### config.mk
export PLATFORM = sky130hd
export DESIGN_NAME = sseg_scan_mux_flat
export DESIGN_NICKNAME = d
export VERILOG_FILES = /design/src/rtl/sseg_scan_mux_if.sv /design/src/rtl/sseg_scan_mux.sv /design/src/flat_wrapper.sv
export SDC_FILE = /design/constraint.sdc
export NUM_CORES = 1
export LEC_CHECK = 0
export BUFFER_PORTS_ARGS = -buffer_cell sky130_fd_sc_hd__buf_2
export CAP_MARGIN = 20
export CORE_MARGIN = 2
export CORE_UTILIZATION = 45
export CTS_CLUSTER_DIAMETER = 40
export DETAILED_ROUTE_END_ITERATION = 10
export PLACE_DENSITY = 0.65
export SYNTH_ARGS = -nofsm -noshare
export SYNTH_HDL_FRONTEND = slang
export SYNTH_SLANG_ARGS = --single-unit
export TNS_END_PERCENT = 30
### constraint.sdc
create_clock -name clkIn -period 6.2 [get_ports clkIn]
set_clock_uncertainty 0.2 [all_clocks]
set_input_delay 0.31 -clock clkIn [delete_from_list [all_inputs] [get_ports clkIn]]
set_output_delay 0.31 -clock clkIn [all_outputs]
set_load 0.02 [all_outputs]
### src/rtl/sseg_scan_mux_if.sv
// Bus between the display scanner and whatever feeds it digits / consumes its slots.
// The master drives the digit data and enable; the scanner (slave) returns the current slot.
interface sseg_scan_mux_if #(
    parameter int DIGIT_COUNT = 8
);
    localparam int SEL_W = $clog2(DIGIT_COUNT);

    logic                     enIn;
    logic [4*DIGIT_COUNT-1:0] bcdVecIn;
    logic [DIGIT_COUNT-1:0]   digitEnIn;
    logic [SEL_W-1:0]         selOut;
    logic [3:0]               bcdOut;
    logic                     frameOut;

    modport master (
        output enIn, bcdVecIn, digitEnIn,
        input  selOut, bcdOut, frameOut
    );

    modport slave (
        input  enIn, bcdVecIn, digitEnIn,
        output selOut, bcdOut, frameOut
    );
endinterface

### src/rtl/sseg_scan_mux.sv
// Seven-segment time-multiplexing scanner: steps one digit per refresh slot, snapshots
// the input once per frame and emits the blank code 4'hF for masked or leading-zero digits.
module sseg_scan_mux #(
    parameter int DIGIT_COUNT   = 8,
    parameter int REFRESH_DIV   = 100000,
    parameter bit BLANK_LEADING = 1'b1
) (
    input logic            clkIn,
    input logic            rstIn,
    sseg_scan_mux_if.slave bus
);
    localparam int SEL_W = $clog2(DIGIT_COUNT);
    localparam int PRE_W = (REFRESH_DIV > 1) ? $clog2(REFRESH_DIV) : 1;
    localparam logic [SEL_W-1:0] LAST_SEL   = SEL_W'(DIGIT_COUNT - 1);
    localparam logic [PRE_W-1:0] LAST_PRE   = PRE_W'(REFRESH_DIV - 1);
    localparam logic [3:0]       BLANK_CODE = 4'hF;

    logic [PRE_W-1:0]         prescaler;
    logic [SEL_W-1:0]         selReg;
    logic [3:0]               bcdReg;
    logic                     frameReg;
    logic [4*DIGIT_COUNT-1:0] snapBcd;
    logic [DIGIT_COUNT-1:0]   snapEn;

    logic                     tick;
    logic                     wrap;
    logic [SEL_W-1:0]         nextSel;
    logic [4*DIGIT_COUNT-1:0] srcBcd;
    logic [DIGIT_COUNT-1:0]   srcEn;
    logic [DIGIT_COUNT-1:0]   blankVec;
    logic                     allZero;
    logic [3:0]               nextBcd;

    // On the wrap tick the new digit 0 must come from the values being captured, not the old frame.
    always_comb begin
        tick    = bus.enIn && (prescaler == LAST_PRE);
        wrap    = tick && (selReg == LAST_SEL);
        nextSel = (selReg == LAST_SEL) ? '0 : selReg + SEL_W'(1);
        srcBcd  = wrap ? bus.bcdVecIn  : snapBcd;
        srcEn   = wrap ? bus.digitEnIn : snapEn;
    end

    // Walk from the top digit down so allZero means "this digit and everything above it is 0".
    always_comb begin
        allZero  = 1'b1;
        blankVec = '0;
        for (int i = DIGIT_COUNT - 1; i >= 0; i--) begin
            allZero     = allZero && (srcBcd[4*i +: 4] == 4'h0);
            blankVec[i] = !srcEn[i] || (BLANK_LEADING && (i > 0) && allZero);
        end
        nextBcd = BLANK_CODE;
        for (int i = 0; i < DIGIT_COUNT; i++) begin
            if (nextSel == SEL_W'(i)) begin
                nextBcd = blankVec[i] ? BLANK_CODE : srcBcd[4*i +: 4];
            end
        end
    end

    always_ff @(posedge clkIn) begin
        if (rstIn) begin
            prescaler <= '0;
            selReg    <= LAST_SEL;
            bcdReg    <= BLANK_CODE;
            frameReg  <= 1'b0;
            snapBcd   <= '0;
            snapEn    <= '1;
        end else begin
            frameReg <= 1'b0;
            if (bus.enIn) begin
                prescaler <= tick ? '0 : prescaler + PRE_W'(1);
                if (tick) begin
                    selReg <= nextSel;
                    bcdReg <= nextBcd;
                end
                if (wrap) begin
                    snapBcd  <= bus.bcdVecIn;
                    snapEn   <= bus.digitEnIn;
                    frameReg <= 1'b1;
                end
            end
        end
    end

    assign bus.selOut   = selReg;
    assign bus.bcdOut   = bcdReg;
    assign bus.frameOut = frameReg;
endmodule

### src/flat_wrapper.sv
// flat-port wrapper written by rule: the top's interface ports become plain ports
module sseg_scan_mux_flat 
#(
    parameter int DIGIT_COUNT   = 8,
    parameter int REFRESH_DIV   = 100000,
    parameter bit BLANK_LEADING = 1'b1
)
  (clkIn, rstIn, bus_enIn, bus_bcdVecIn, bus_digitEnIn, bus_selOut, bus_bcdOut, bus_frameOut);
  sseg_scan_mux_if #(.DIGIT_COUNT(DIGIT_COUNT)) bus_i ();
  input logic clkIn;
  input logic rstIn;
  input wire logic [$bits(bus_i.enIn)-1:0] bus_enIn;
  input wire logic [$bits(bus_i.bcdVecIn)-1:0] bus_bcdVecIn;
  input wire logic [$bits(bus_i.digitEnIn)-1:0] bus_digitEnIn;
  output wire logic [$bits(bus_i.selOut)-1:0] bus_selOut;
  output wire logic [$bits(bus_i.bcdOut)-1:0] bus_bcdOut;
  output wire logic [$bits(bus_i.frameOut)-1:0] bus_frameOut;
  assign bus_i.enIn = bus_enIn;
  assign bus_i.bcdVecIn = bus_bcdVecIn;
  assign bus_i.digitEnIn = bus_digitEnIn;
  assign bus_selOut = bus_i.selOut;
  assign bus_bcdOut = bus_i.bcdOut;
  assign bus_frameOut = bus_i.frameOut;
  sseg_scan_mux #(.DIGIT_COUNT(DIGIT_COUNT), .REFRESH_DIV(REFRESH_DIV), .BLANK_LEADING(BLANK_LEADING)) u_core (.clkIn(clkIn), .rstIn(rstIn), .bus(bus_i));
endmodule
==> impl_metrics.tcl, run 1 <==
set metrics [dict create \
    clk_latency_worst_skew_pair_ns 0.35 \
    tritoncts "built" \
    placed_cell_area_um2 3760 \
    initialDrtViolationCount 197 \
    switching_share_of_power_pct 23.4 \
    seq_area_um2 1300 \
    maxSlewViolCount 0 \
    grt_use_met3_pct 4.52 \
    fmax_ghz 0.320 \
    numCtsBuffers 9 \
    std_cell_rows 32 \
    slew_headroom_pct 42.2 \
    use_met1_pct 30.8 \
    antenna_violating_nets_post_route 0 \
    timing.reg2reg.setup_slack_ns 3.08 \
    netlist_area_um2 3510 \
    global_route.overflow_total 0 \
    routed_via_density 5.62 \
    place.port_buffers 50 \
    finish.instance_area_um2 3990 \
    first_pass_iters 5 \
    rsz0062_at_grt "no" \
    flow.area_growth_from_synthesis_pct 13.8 \
    critical_path_class "register to register" \
    yosys-top-cells-area "sky130_fd_sc_hd__dfxtp_1 (37%), sky130_fd_sc_hd__nand2_1 (6.4%), sky130_fd_sc_hd__mux2i_1 (6.3%)" \
    clk_tree_root_cell "sky130_fd_sc_hd__clkbuf_8" \
    total_power_uw 780 \
    clock-sinks 65 \
    ys_dominant_reg_cell "sky130_fd_sc_hd__dfxtp_1" \
    synth_seq_cells 65 \
    count_of_flip_flops_with_a_built_in_enable_after_synthesis 0 \
    layout_worst_path_cycle_share_pct 50.4 \
    status "finished, final reports clean" \
    final_period_minus_worst_setup_slack_ns 3.12 \
    drc 0 \
    worstPathArrival_ns 3.16 \
    clk_pin_slew_worst_paths_ns 0.07 \
    worst_setup_path_endpoint "u_core.bus.bcdOut[2]" \
    multi_input_comb_area_um2 2060 \
    synthesis.nets 464 \
    worst-endpoint-required_ns 6.24 \
    worstRegToRegCells 8 \
    grt_first_pass_wirelength_mm 15.0 \
    gr-usage-met2_pct 33.9 \
    die_area_um2 8510 \
    critical_r2r_capture "u_core.bus.bcdOut[2]" \
    netlist_instances 413 \
    setup.worst_path.end_class "register" \
    power.clock.fraction_pct 41.3 \
    first_global_vias 3084 \
    dr_total_vias 3181 \
    synth_largest_type_area_fraction_pct 37.1 \
    fillerInstances 750 \
    worst_vdd_rail_ir_drop_v 0.000122 \
    io-pin-count 51 \
    synth_sequential_area_ratio_pct 37.1 \
    tns_setup_ns 0 \
    n_antenna_cell 0 \
    detail_route.wl_per_cell_um 15.9 \
    maxCapViolations 0 \
    crit_path_start_kind "register" \
    crit-reg2reg-launch "u_core.prescaler[0]" \
    synth_warnings 0 \
    fin_util_pct 52.2 \
    hold_viol_final 0 \
    design.core.area_um2 7650 \
    hold_wc_path_type "input pin to register" \
    finalSetupViolCount 0 \
    htree_levels 3 \
    initial_core_utilization_pct 45.8 \
    fp.dieH_um 92.3 \
    post-synth-top-area-cell "sky130_fd_sc_hd__dfxtp_1" \
    hpwlAfterDp_mm 6.55 \
    clock_tree.buffer_depth 2 \
    switching_power_uw 183 \
    antenna_found_initial 0 \
    top_usage_layer "met2" \
    worstMarginPinSlew_ns 0.868 \
    timing.critical_path.fanout_max 47 \
    layoutNonFillerInstCount 566 \
    pwr_density_cell_nw_per_um2 195 \
    async_flop_share_pct 0 \
    synth_cell_types 59 \
    syn_area_per_cell_um2 8.49 \
    layout.nets 512 \
    leakage_nw 1.48 \
    placedCellCount 546 \
    die_w_um 92.3 \
    ctsResizeCount 0 \
    post-cts-setup-buffer-count 0 \
    internal_power_uw 597 \
    min_from "bus_bcdVecIn[1]" \
    grt_usage_pct 22.1 \
    power.sequential.fraction_pct 53.8 \
    detail_route.wirelength_mm 9.01 \
    final_layout_size_suffix_gt1_share_pct 18.8 \
    grt_start_max_net_pins 51 \
    gp_routability_congestion 0.881 \
    p_comb_share_pct 4.9 \
    setup.worst_path.start "u_core.prescaler[0]" \
]
[worst max-delay path, cell delays in order, from the launching register on]
cell and delay (ns):
sky130_fd_sc_hd__dfxtp_1 0.38, sky130_fd_sc_hd__ha_1 0.18, sky130_fd_sc_hd__and4_1 0.33, sky130_fd_sc_hd__and3_4 0.24, sky130_fd_sc_hd__and3_4 0.60, sky130_fd_sc_hd__mux2_2 0.41
sky130_fd_sc_hd__a221o_2 0.37, sky130_fd_sc_hd__a32oi_1 0.20, sky130_fd_sc_hd__o21ai_1 0.09
[synth_stat cells (3+ instances only)]
cell type                   instances
sky130_fd_sc_hd__nand4_1            7
sky130_fd_sc_hd__buf_2              6
sky130_fd_sc_hd__o31ai_1            3
sky130_fd_sc_hd__dfxtp_1           65
sky130_fd_sc_hd__nor2b_1            5
sky130_fd_sc_hd__a21oi_1           23
sky130_fd_sc_hd__nand3_1           19
sky130_fd_sc_hd__nor2_1            51
sky130_fd_sc_hd__o21ai_0            5
sky130_fd_sc_hd__a2bb2oi_1          4
sky130_fd_sc_hd__ha_1               8
sky130_fd_sc_hd__and3_1             3
sky130_fd_sc_hd__o22ai_1            3
sky130_fd_sc_hd__xor2_1             7
sky130_fd_sc_hd__clkbuf_1           8
sky130_fd_sc_hd__inv_1              5
sky130_fd_sc_hd__mux2_2             4
sky130_fd_sc_hd__buf_6              3
sky130_fd_sc_hd__a221oi_1           6
sky130_fd_sc_hd__nor4_1            10
sky130_fd_sc_hd__nand3b_1          16
sky130_fd_sc_hd__nand2_1           60
sky130_fd_sc_hd__xnor2_1            6
sky130_fd_sc_hd__or3_1              5
sky130_fd_sc_hd__mux2i_1           22
sky130_fd_sc_hd__a211o_1            4
sky130_fd_sc_hd__nand2b_1           4
sky130_fd_sc_hd__nor3_1             7
[worst min-delay path by stage]
| stage | slack [ns] | to | depth (start not counted) |
|---|---|---|---|
| 5_1_grt | 0.02 | u_core.snapBcd[12] | 3 |
| 3_5_place_dp | 0.25 | u_core.snapEn[4] | 2 |
| 3_3_place_gp | 0.24 | u_core.snapBcd[0] | 2 |
| 2_1_floorplan | 0.23 | u_core.snapBcd[0] | 2 |
| 4_1_cts | 0.01 | u_core.snapBcd[11] | 3 |
| 6_report | 0.02 | u_core.snapBcd[1] | 3 |
[cells in the final DEF, fill, tap and decap left out, types with 3 or more instances in the layout]
master | netlist | final
sky130_fd_sc_hd__dfxtp_1 | 65 | 65
sky130_fd_sc_hd__nand2_1 | 60 | 60
sky130_fd_sc_hd__nor2_1 | 51 | 51
sky130_fd_sc_hd__buf_2 | 6 | 50
sky130_fd_sc_hd__a21oi_1 | 23 | 23
sky130_fd_sc_hd__mux2i_1 | 22 | 22
sky130_fd_sc_hd__nand3_1 | 19 | 19
sky130_fd_sc_hd__nand3b_1 | 16 | 16
sky130_fd_sc_hd__clkbuf_8 | 0 | 11
sky130_fd_sc_hd__nor4_1 | 10 | 10
sky130_fd_sc_hd__ha_1 | 8 | 8
sky130_fd_sc_hd__nand4_1 | 7 | 7
sky130_fd_sc_hd__nor3_1 | 7 | 7
sky130_fd_sc_hd__xor2_1 | 7 | 7
sky130_fd_sc_hd__xnor2_1 | 6 | 6
sky130_fd_sc_hd__a221oi_1 | 6 | 6
sky130_fd_sc_hd__inv_1 | 5 | 5
sky130_fd_sc_hd__o21ai_0 | 5 | 5
sky130_fd_sc_hd__nor2b_1 | 5 | 5
sky130_fd_sc_hd__or3_1 | 5 | 5
sky130_fd_sc_hd__dlygate4sd3_1 | 0 | 5
sky130_fd_sc_hd__a211o_1 | 4 | 4
sky130_fd_sc_hd__nand2b_1 | 4 | 4
sky130_fd_sc_hd__mux2_2 | 4 | 4
sky130_fd_sc_hd__a2bb2oi_1 | 4 | 4
sky130_fd_sc_hd__and3_1 | 3 | 3
sky130_fd_sc_hd__o22ai_1 | 3 | 3
sky130_fd_sc_hd__o31ai_1 | 3 | 3
[cell type report]
class	instances	share of cell area [%]
tap	102	3.20
clock inverter	3	0.439
sequential	65	32.6
timing repair buffer	56	7.72
clock buffer	11	3.80
multi-input combinational	324	51.8
inverter	5	0.471
[cell families (layout without fill, tap and decap cells)]
logic type,after synthesis,in the layout,share of synthesized area [%]
XOR/XNOR,13,13,3.25
AO/OA/AOI/OAI,64,64,12.8
flip-flops,65,65,37.1
multiplexers,27,27,8.21
adder cells (fa/ha/maj),8,8,2.86
AND/OR/NAND/NOR,212,212,31.8
buffers and inverters,24,75,4.00
[what timing repair did]
| action | CTS | global route |
|---|---|---|
| hold endpoints to repair | 5 | 0 |
| hold buffers | 5 | 0 |
| endpoints found under the setup margin | 0 | 0 |
[through the flow]
step	setup slack [ns]	hold slack, ns
final	3.08	0.0217
after global routing	2.91	0.0238
after CTS	2.89	0.0118
after detailed placement	2.94	0.248
after global placement	3.12	0.236
after floorplan	3.56	0.227
[power by group through the flow]
| stage | clock network (mW) | registers [mW] | logic [mW] |
|---|---|---|---|
| 4_1_cts | 0.329 | 0.419 | 0.0380 |
| 2_1_floorplan | 0 | 0.429 | 0.0133 |
| 5_1_grt | 0.345 | 0.419 | 0.0422 |
| 3_5_place_dp | 0 | 0.429 | 0.0355 |
| 6_report | 0.322 | 0.420 | 0.0382 |
| 3_3_place_gp | 0 | 0.429 | 0.0352 |
[registers in the layout, summed over array words and instances, names as in the netlist]
name                 flops
u_core.snapEn            8
u_core.bus.frameOut      1
u_core.bus.bcdOut        4
u_core.prescaler        17
u_core.snapBcd          32
u_core.bus.selOut        3
[layer usage]
metal / routed length (um) / share of wire [%]
met5: 0 / 0
met4: 161 / 1.8
met3: 517 / 5.7
met2: 4020 / 45
met1: 4310 / 48
Power figures use the tool's default switching activity.
==> inputs of run 2 (changes only) <==
--- a/config.mk
+++ b/config.mk
@@ -11,7 +11,7 @@
 export CORE_UTILIZATION = 45
 export CTS_CLUSTER_DIAMETER = 40
 export DETAILED_ROUTE_END_ITERATION = 10
-export PLACE_DENSITY = 0.65
+export PLACE_DENSITY = 0.68
 export SYNTH_ARGS = -nofsm -noshare
 export SYNTH_HDL_FRONTEND = slang
 export SYNTH_SLANG_ARGS = --single-unit
==> constraint.sdc (replaced) <==
create_clock -name clkIn -period 2.63 [get_ports clkIn]
set_clock_uncertainty 0.2 [all_clocks]
set_input_delay 0.1315 -clock clkIn [delete_from_list [all_inputs] [get_ports clkIn]]
set_output_delay 0.1315 -clock clkIn [all_outputs]
set_load 0.02 [all_outputs]
==> impl_metrics.tcl, run 2 (synthesized netlist as in run 1, its figures left out) <==
set metrics [dict create \
    min_from "rstIn" \
    place.port_buffers 50 \
    hold_wc_path_type "input pin to register" \
    fmax_ghz 0.386 \
    setup.worst_path.end_class "register" \
    final_layout_size_suffix_gt1_share_pct 26.5 \
    n_antenna_cell 0 \
    layout_worst_path_cycle_share_pct 98.4 \
    finalSetupViolCount 0 \
    largest_register_ff_count 32 \
    regMostFlops "u_core.snapBcd" \
    grt_use_met3_pct 4.85 \
    gp_routability_congestion 0.937 \
    first_pass_iters 5 \
    std_cell_rows 32 \
    min_path_cells 2 \
    slew_headroom_pct 37.2 \
    worst_path_largest_cell_delay_ns 0.37 \
    use_met1_pct 31.4 \
    layout.nets 572 \
    die_w_um 92.3 \
    initialDrtViolationCount 201 \
    antenna_found_initial 0 \
    fin_util_pct 61.7 \
    initial_core_utilization_pct 45.8 \
    clock_tree.buffer_depth 2 \
    maxSlewViolCount 0 \
    layout.cells.most_common_list "sky130_fd_sc_hd__dfxtp_1 (64), sky130_fd_sc_hd__nand2_1 (60), sky130_fd_sc_hd__nor2_1 (50), sky130_fd_sc_hd__buf_2 (50), sky130_fd_sc_hd__dlygate4sd3_1 (41)" \
    setup.worst_path.start "u_core.prescaler[1]" \
    maxCapViolations 0 \
    pwr_density_cell_nw_per_um2 402 \
    layout.cells.most_common "sky130_fd_sc_hd__dfxtp_1" \
    die_area_um2 8510 \
    worstPathArrival_ns 2.62 \
    flow.area_growth_from_synthesis_pct 34.7 \
    grt_usage_pct 23.9 \
    status "finished, final reports clean" \
    hold_viol_final 0 \
    clk_latency_worst_skew_pair_ns 0.36 \
    timing.critical_path.fanout_max 20 \
    critical_r2r_capture "u_core.bus.bcdOut[1]" \
    timing.reg2reg.setup_slack_ns 0.04 \
    gr-usage-met2_pct 38.4 \
    critical_path_class "register to register" \
    layout_top_registers "u_core.snapBcd x32, u_core.prescaler x17, u_core.snapEn x8" \
    critical_path.cell_chain "ha_1 -> and4_4 -> and3_4 -> and3_4 -> buf_12 -> mux2i_2 -> a221oi_2 -> o31ai_1 -> a21oi_2" \
    worst_vdd_rail_ir_drop_v 0.000205 \
    critical_path.n_buffers_inverters 1 \
    worstRegToRegCells 9 \
    design.core.area_um2 7650 \
    crit-reg2reg-launch "u_core.prescaler[1]" \
    first_global_vias 3468 \
    antenna_violating_nets_post_route 0 \
    worst_slack_on_hold_paths_ns 0.196 \
    global_route.overflow_total 0 \
    leakage_nw 1.78 \
    htree_levels 3 \
    tns_setup_ns 0 \
    grt_first_pass_wirelength_mm 16.2 \
    crit_path_start_kind "register" \
    final_period_minus_worst_setup_slack_ns 2.59 \
    tritoncts "built" \
    drc 0 \
    grt_start_max_net_pins 51 \
    hpwlAfterDp_mm 6.92 \
    io-pin-count 51 \
    critPathSlowestCell "sky130_fd_sc_hd__o31ai_1" \
    clk_pin_slew_worst_paths_ns 0.07 \
    clk_tree_root_cell "sky130_fd_sc_hd__clkbuf_8" \
    critical_path.top_delay_family "simple AND/OR/NAND/NOR gates" \
    detail_route.wirelength_mm 10.1 \
    dr_total_vias 3500 \
    detail_route.wl_per_cell_um 16.2 \
    numCtsBuffers 9 \
    fp.dieH_um 92.3 \
    clock-sinks 65 \
    routed_via_density 5.58 \
    worst-endpoint-required_ns 2.66 \
    top_usage_layer "met2" \
    worstMarginPinSlew_ns 0.942 \
    crit_path_frequent_cell "sky130_fd_sc_hd__and3_4" \
    holdPathEnd "u_core.prescaler[4]" \
]
==> run 2: cell types whose count changed in the layout (fill, tap and decap cells not counted), moves of 4 or more <==
cell | before | now
sky130_fd_sc_hd__a221oi_2 | 0 | 4
sky130_fd_sc_hd__buf_4 | 1 | 22
sky130_fd_sc_hd__dlygate4sd3_1 | 5 | 41
sky130_fd_sc_hd__mux2i_1 | 22 | 13
sky130_fd_sc_hd__mux2i_2 | 0 | 8
sky130_fd_sc_hd__a221oi_1 | 6 | 2
==> run 2: stage by stage <==
step	area, um^2	setup WS [ns]	power (mW)	cells
floorplan	3510	0.00549	1.04	413
detailed placement	3970	0.00311	1.10	570
global placement	3970	0.0767	1.10	570
finish	4720	0.0414	1.90	627
CTS	4550	0.00899	1.90	626
global route	4720	-0.0403	1.96	627
==> run 2: worst max-delay path by stage <==
stage / cells after the start / slack (ns) / to
after CTS: 9 / 0.009 / u_core.bus.bcdOut[0]
after detailed placement: 9 / 0.003 / u_core.bus.bcdOut[3]
after global placement: 8 / 0.08 / u_core.bus.bcdOut[0]
after floorplan: 9 / 0.005 / u_core.bus.bcdOut[0]
after global routing: 9 / -0.04 / u_core.bus.bcdOut[1]
final: 9 / 0.04 / u_core.bus.bcdOut[1]
==> run 2: where the power goes <==
part	total, mW	leakage (nW)	switching [mW]	internal [mW]
Combinational	0.145	1.17	0.0651	0.0802
Sequential	0.988	0.524	0.00179	0.986
Clock	0.763	0.0802	0.405	0.358
==> run 2: timing repair <==
item | in CTS | in global routing
gates resized for setup | 1 | 34
setup endpoints to repair | 2 | 4
buffers inserted | 0 | 1
pin swaps | 1 | 7
hold buffers | 41 | 0
hold endpoints to repair | 44 | 0
==> run 2: layout make-up <==
class / count / area, um^2
clock inverters: 5 / 32.5
repair buffers: 116 / 881
clock buffers: 10 / 138
fillers: 657 / 2930
well taps: 102 / 128
flip-flops and latches: 65 / 1300
inverters: 5 / 18.8
multi-input cells: 324 / 2220
==> run 2: layer usage <==
layer / wire [um] / share of wire (%)
met2: 4630 / 46
met1: 4730 / 47
met3: 539 / 5.3
met5: 0 / 0
met4: 231 / 2.3
